$ cat config.mk
export PLATFORM = sky130hd
export DESIGN_NAME = fuzzy_sweep_capture
export DESIGN_NICKNAME = d
export VERILOG_FILES = /design/src/rtl/fuzzy_sweep_capture.sv
export SDC_FILE = /design/constraint.sdc
export NUM_CORES = 1
export LEC_CHECK = 0
export ABC_AREA = 1
export CAP_MARGIN = 30
export CORE_MARGIN = 8
export CORE_UTILIZATION = 55
export CTS_BUF_LIST = sky130_fd_sc_hd__clkbuf_16
export CTS_CLUSTER_SIZE = 8
export DETAILED_ROUTE_END_ITERATION = 16
export PLACE_DENSITY_LB_ADDON = 0.05
export SYNTH_ARGS = -nofsm -noshare
export SYNTH_HDL_FRONTEND = slang
export SYNTH_SLANG_ARGS = --single-unit
$ cat constraint.sdc
create_clock -name clk_0 -period 6.9 [get_ports clk_0]
set_input_delay 1.38 -clock clk_0 [delete_from_list [all_inputs] [get_ports clk_0]]
set_output_delay 1.38 -clock clk_0 [all_outputs]
set_load 0.03 [all_outputs]
$ cat src/rtl/fuzzy_sweep_capture.sv
// Grid-sweep stimulus generator and result logger for the Fuzzy_1 controller.
// Walks a 2-D input grid, samples the controller output after a settle time, and queues records.
//
// state   | meaning
// --------+---------------------------------------------------------------
// IDLE    | waiting for start after reset
// APPLY   | drive the current grid point onto Entrada_01/Entrada_02
// SETTLE  | hold inputs while the settle down-counter runs to zero
// CAPTURE | push {e1,e2,y} into the result FIFO; stall while it is full
// DONE    | sweep complete, last point held, waiting for a new start

module fuzzy_sweep_capture #(
  parameter int STEP       = 16,
  parameter int SETTLE     = 28,
  parameter int MIN_IN     = 1,
  parameter int MAX_IN     = 254,
  parameter int FIFO_DEPTH = 8
) (
  input  logic        clk_0,
  input  logic        Srst,
  input  logic        start,
  output logic        busy,
  output logic        done,
  output logic [7:0]  Entrada_01,
  output logic [7:0]  Entrada_02,
  input  logic [7:0]  saida_defuzzy,
  output logic        res_valid,
  input  logic        res_ready,
  output logic [23:0] res_data,
  output logic [8:0]  res_count
);

  localparam int N    = 256 / STEP + 1;
  localparam int IW   = $clog2(N);
  localparam int SW   = (SETTLE > 1) ? $clog2(SETTLE) : 1;
  localparam int PW   = $clog2(FIFO_DEPTH);
  localparam logic [IW-1:0] LAST_IDX = IW'(N - 1);
  localparam logic [8:0]    MAX_CNT  = 9'(N * N);
  localparam logic [SW-1:0] SETTLE_TC = SW'(SETTLE - 1);
  localparam logic [PW:0]   DEPTH_C  = (PW + 1)'(FIFO_DEPTH);

  typedef enum logic [2:0] {
    IDLE    = 3'd0,
    APPLY   = 3'd1,
    SETTLE_S = 3'd2,
    CAPTURE = 3'd3,
    DONE    = 3'd4
  } state_t;

  state_t        state;
  logic [IW-1:0] idx_i;
  logic [IW-1:0] idx_j;
  logic [SW-1:0] settle_cnt;

  logic [23:0]   fifo_mem [FIFO_DEPTH];
  logic [PW-1:0] wr_ptr;
  logic [PW-1:0] rd_ptr;
  logic [PW:0]   fifo_cnt;
  logic          fifo_full;
  logic          push;
  logic          pop;
  logic          last_point;

  // Grid value: raw = k*STEP on 9 bits so 256 is representable before clamping.
  function automatic logic [7:0] grid_val(input logic [IW-1:0] k);
    logic [8:0] raw;
    raw = 9'(k) * 9'(STEP);
    if (raw < 9'(MIN_IN))
      return 8'(MIN_IN);
    else if (raw > 9'(MAX_IN))
      return 8'(MAX_IN);
    else
      return raw[7:0];
  endfunction

  assign fifo_full  = (fifo_cnt == DEPTH_C);
  assign res_valid  = (fifo_cnt != '0);
  assign push       = (state == CAPTURE) && !fifo_full;
  assign pop        = res_valid && res_ready;
  assign last_point = (idx_i == LAST_IDX) && (idx_j == LAST_IDX);
  assign res_data   = fifo_mem[rd_ptr];

  always_ff @(posedge clk_0 or posedge Srst) begin
    if (Srst) begin
      state      <= IDLE;
      busy       <= 1'b0;
      done       <= 1'b0;
      res_count  <= '0;
      Entrada_01 <= 8'd1;
      Entrada_02 <= 8'd1;
      idx_i      <= '0;
      idx_j      <= '0;
      settle_cnt <= '0;
    end else begin
      case (state)
        IDLE, DONE: begin
          if (start) begin
            idx_i     <= '0;
            idx_j     <= '0;
            res_count <= '0;
            done      <= 1'b0;
            busy      <= 1'b1;
            state     <= APPLY;
          end
        end
        APPLY: begin
          Entrada_01 <= grid_val(idx_i);
          Entrada_02 <= grid_val(idx_j);
          settle_cnt <= SETTLE_TC;
          state      <= SETTLE_S;
        end
        SETTLE_S: begin
          if (settle_cnt != '0)
            settle_cnt <= settle_cnt - 1'b1;
          else
            state <= CAPTURE;
        end
        CAPTURE: begin
          // A full FIFO stalls here with the inputs still applied; nothing is dropped.
          if (!fifo_full) begin
            if (res_count != MAX_CNT)
              res_count <= res_count + 1'b1;
            if (last_point) begin
              busy  <= 1'b0;
              done  <= 1'b1;
              state <= DONE;
            end else begin
              if (idx_j == LAST_IDX) begin
                idx_j <= '0;
                idx_i <= idx_i + 1'b1;
              end else begin
                idx_j <= idx_j + 1'b1;
              end
              state <= APPLY;
            end
          end
        end
        default: state <= IDLE;
      endcase
    end
  end

  always_ff @(posedge clk_0 or posedge Srst) begin
    if (Srst) begin
      wr_ptr   <= '0;
      rd_ptr   <= '0;
      fifo_cnt <= '0;
    end else begin
      if (push)
        wr_ptr <= wr_ptr + 1'b1;
      if (pop)
        rd_ptr <= rd_ptr + 1'b1;
      case ({push, pop})
        2'b10:   fifo_cnt <= fifo_cnt + 1'b1;
        2'b01:   fifo_cnt <= fifo_cnt - 1'b1;
        default: fifo_cnt <= fifo_cnt;
      endcase
    end
  end

  // Storage has no reset so stale records survive a new start, as the consumer expects.
  always_ff @(posedge clk_0) begin
    if (push)
      fifo_mem[wr_ptr] <= {Entrada_01, Entrada_02, saida_defuzzy};
  end

endmodule

==> reports/summary.txt <==
Setup ws final -> 2.32 ns
Inserted Clock Buffers -> 30
CTS tree -> yes
Full die area -> 21000 µm²
Iter 0 DRT Violations -> 366
Core Area -> 16400 µm²
RSZ-0062 raised after global routing -> false
Final min period -> 4.58 ns
Sw Ratio -> 39.0%
Clock H-tree levels -> 1
Setup Skew -> 0.0161 ns
Worst-skew pair later-pin latency -> 0.53 ns
TritonRoute pass-1 iters -> 5
# fillers -> 1255
Post-synthesis net count -> 907
Status -> complete, no violations
Commonest cells post-synth -> nand2_1 (191), nor2_1 (161), edfxtp_1 (160)
Sink Count -> 211
Synth Flop Type -> edfxtp_1
Peak supply drop -> 0.276 mV
WL met2 -> 9840 µm
Ys async rst share -> 24.2%
Final setup fails -> 0
Number of flops mapped to enable cells by yosys -> 160
Detailed Place HPWL -> 12100 µm
Post-synthesis xor/xnor area fraction -> 0.766%
Max Fclk -> 0.219 GHz
Vias in the first global route -> 6201
Slowest Stage Delay on Critical Path -> 0.67 ns
Multiplexer share of the synthesized area -> 0%
Worst path bufs/invs -> 3
Total count of hold-check failures in the final report -> 0
Post-CTS repair timing setup buffer count -> 0
Top-area cell type share of the netlist area -> 52.5%
Worst Path Max Fanout -> 46
Synth Area per Inst -> 10.4 µm²
Post-CTS Hold Buffers -> 0
Max_slew headroom -> 45.1%
Largest delay share family, worst path -> buffers and inverters
Most frequent cell on the critical path -> nand2_1
PortBufs -> 63
Tot GR Track Use -> 18.7%
Layout area overhead -> 18.6%
Drc violations -> 0
Max Cap Viol -> 0
Starting Density -> 55.8%
Slew Limit Fails -> 0
Number of diodes -> 0
Sequential power share -> 36.3%
Setup WS pre-CTS -> 2.88 ns
Nets -> 972
Internal -> 0.00308 W
Routed WL -> 20200 µm
Routability Congestion -> 0.856
Period utilization -> 66.3%
CP cell instances -> inv_2 > buf_4 > nor2_1 > o21ai_0 > nand2_1 > nand2_1 > clkdlybuf4s50_1
Initial antenna violation count -> 0
Storage cell area -> 6090 µm²
Logic gate share of total power -> 38.0%
Critical path type -> flip-flop to primary output
P per Cell Area -> 465 nW/µm²
Met1 wire length -> 8780 µm
Area of the multi-input gates -> 2690 µm²
Sum Neg Setup Slack -> 0 ns
Post-synthesis adder-cell area fraction -> 1.64%
Max Buffers Root-to-Sink -> 3
Worst Max-Slew Pin Slew -> 0.823 ns
Drt wl/cell -> 17.0 µm
Top sig layer -> met4
Crit. End Element -> primary output
Die Span Y -> 145 µm
Worst Path Arrival -> 3.20 ns
Post-synthesis simple-gate area fraction -> 18.1%
Part of the power in the clock network -> 25.6%
Routed Antenna Nets -> 0
Die width -> 145 µm
Layout cells sized above 1 -> 8.14%
Compound-Gate Fraction of Synth Area -> 8.72%
Main combinational cell family by area after synthesis -> simple AND/OR/NAND/NOR gates
Num ports -> 64
Met3 routed WL -> 1230 µm
Post-CTS Resized -> 0
Startpoint Class -> flip-flop
Synth top area cells -> edfxtp_1 (53%), dfrtp_1 (13%), nand2_1 (7.8%)
Post-synthesis cell type count -> 35
GRT overflow -> 0
Worst path slowest cell -> clkdlybuf4s50_1
First-pass GRT wire length -> 32400 µm
Lkg Pwr -> 4.35 nW
NetSw -> 0.00197 W
Vias -> 6410
Root buf cell -> clkbuf_16
Row count -> 47
Top-count cell post-synth -> nand2_1
Vias per cell -> 5.38
Largest net degree at the start of global routing -> 82
Synth area leader -> edfxtp_1
Critical Path RT -> 5.52 ns
Post-Syn Area -> 9150 µm²
Worst Hold Class -> flip-flop to flip-flop
Synth Instances -> 883
Seq/Total Area, Yosys -> 66.5%
Ys Warns -> 0
Clock-pin slew on the worst setup and hold paths -> 0.05 ns
FF+latch count, synth -> 211
-- path summary, 6_finish.rpt --
check | startpoint | end | slack, ns | cells after the start
worst max-delay path | rd_ptr[0] | res_data[23] | 2.32 | 7
worst min-delay path | busy | busy | 0.47 | 2
worst max register to register | fifo_cnt[0] | fifo_cnt[2] | 4.43 | 12
worst min register to register | busy | busy | 0.47 | 2
max in group asynchronous | Srst | Entrada_01[0] | 5.23 | 3
min in group asynchronous | Srst | fifo_cnt[2] | 1.11 | 2
-- worst reg2reg max path, cell delays in order, from the launching register on --
cell and delay [ns]:
dfrtp_1 0.43, nor2_1 0.22, nand3_1 0.17, nand2_1 0.17, inv_1 0.11, ha_1 0.24
nand2_1 0.09, inv_1 0.04, nor2_1 0.21, ha_1 0.20, a21oi_1 0.05, or2_2 0.31
a31oi_1 0.15
-- flip-flops by register name (all words and copies together), names as in the netlist, 3 cells and up --
register / cells
idx_j: 5
res_count: 9
rd_ptr: 3
Entrada_02: 6
fifo_mem: 160
Entrada_01: 6
idx_i: 5
state: 3
settle_cnt: 5
fifo_cnt: 4
wr_ptr: 3
-- per-layer routing --
layer,vias to the layer above,track usage [%]
li1,3110,-
met1,3071,24.7
met2,196,31.4
met3,33,2.89
met4,0,5.73
met5,-,0
-- cell families after synthesis --
family | Yosys count
XOR/XNOR | 8
flip-flops | 211
adder cells (fa/ha/maj) | 12
AND/OR/NAND/NOR | 406
AO/OA/AOI/OAI | 153
buffers and inverters | 93
-- power groups by stage --
stage	clock (W)	combinational (W)	sequential [W]
after floorplan	0	0.00128	0.00183
after global placement	0	0.00187	0.00184
after detailed placement	0	0.00193	0.00185
after CTS	0.00132	0.00194	0.00183
after global routing	0.00137	0.00211	0.00187
final	0.00129	0.00192	0.00183
-- through the flow --
stage | power (W) | utilization, % | hold WS [ns] | std cells | instance area (µm²)
6_report | 0.00505 | 66.1 | 0.471 | 1191 | 10800
3_3_place_gp | 0.00371 | 60.7 | 0.457 | 1135 | 9960
2_1_floorplan | 0.00311 | - | 0.442 | 883 | 9150
4_1_cts | 0.00509 | 66.1 | 0.482 | 1191 | 10800
5_1_grt | 0.00534 | 66.1 | 0.495 | 1191 | 10800
3_5_place_dp | 0.00378 | 60.8 | 0.466 | 1136 | 9980
-- layout by cell type, fill, tap and decap left out, drive strengths merged --
master,count
inv,74
nor3,6
nand4,8
a21o,1
dfrtp,49
clkdlybuf4s50,63
nand3,24
or2,4
a21oi,7
nor3b,1
dfstp,2
buf,12
nand2,194
xnor2,1
edfxtp,160
clkbuf,31
a31oi,1
o31ai,1
o21ai,135
a2bb2oi,5
o21a,1
nor2,169
o21bai,2
clkinvlp,1
ha,12
xor2,7
-- layout make-up --
class                           instances  area share, %
Sequential cell                       211           56.1
Clock inverter                         24          0.865
Multi-Input combinational cell        579           24.8
Timing Repair Buffer                   75           6.76
Inverter                               51           1.76
Clock buffer                           31           7.15
Tap cell                              220           2.54
No activity file was read; power rests on OpenSTA's default activity.
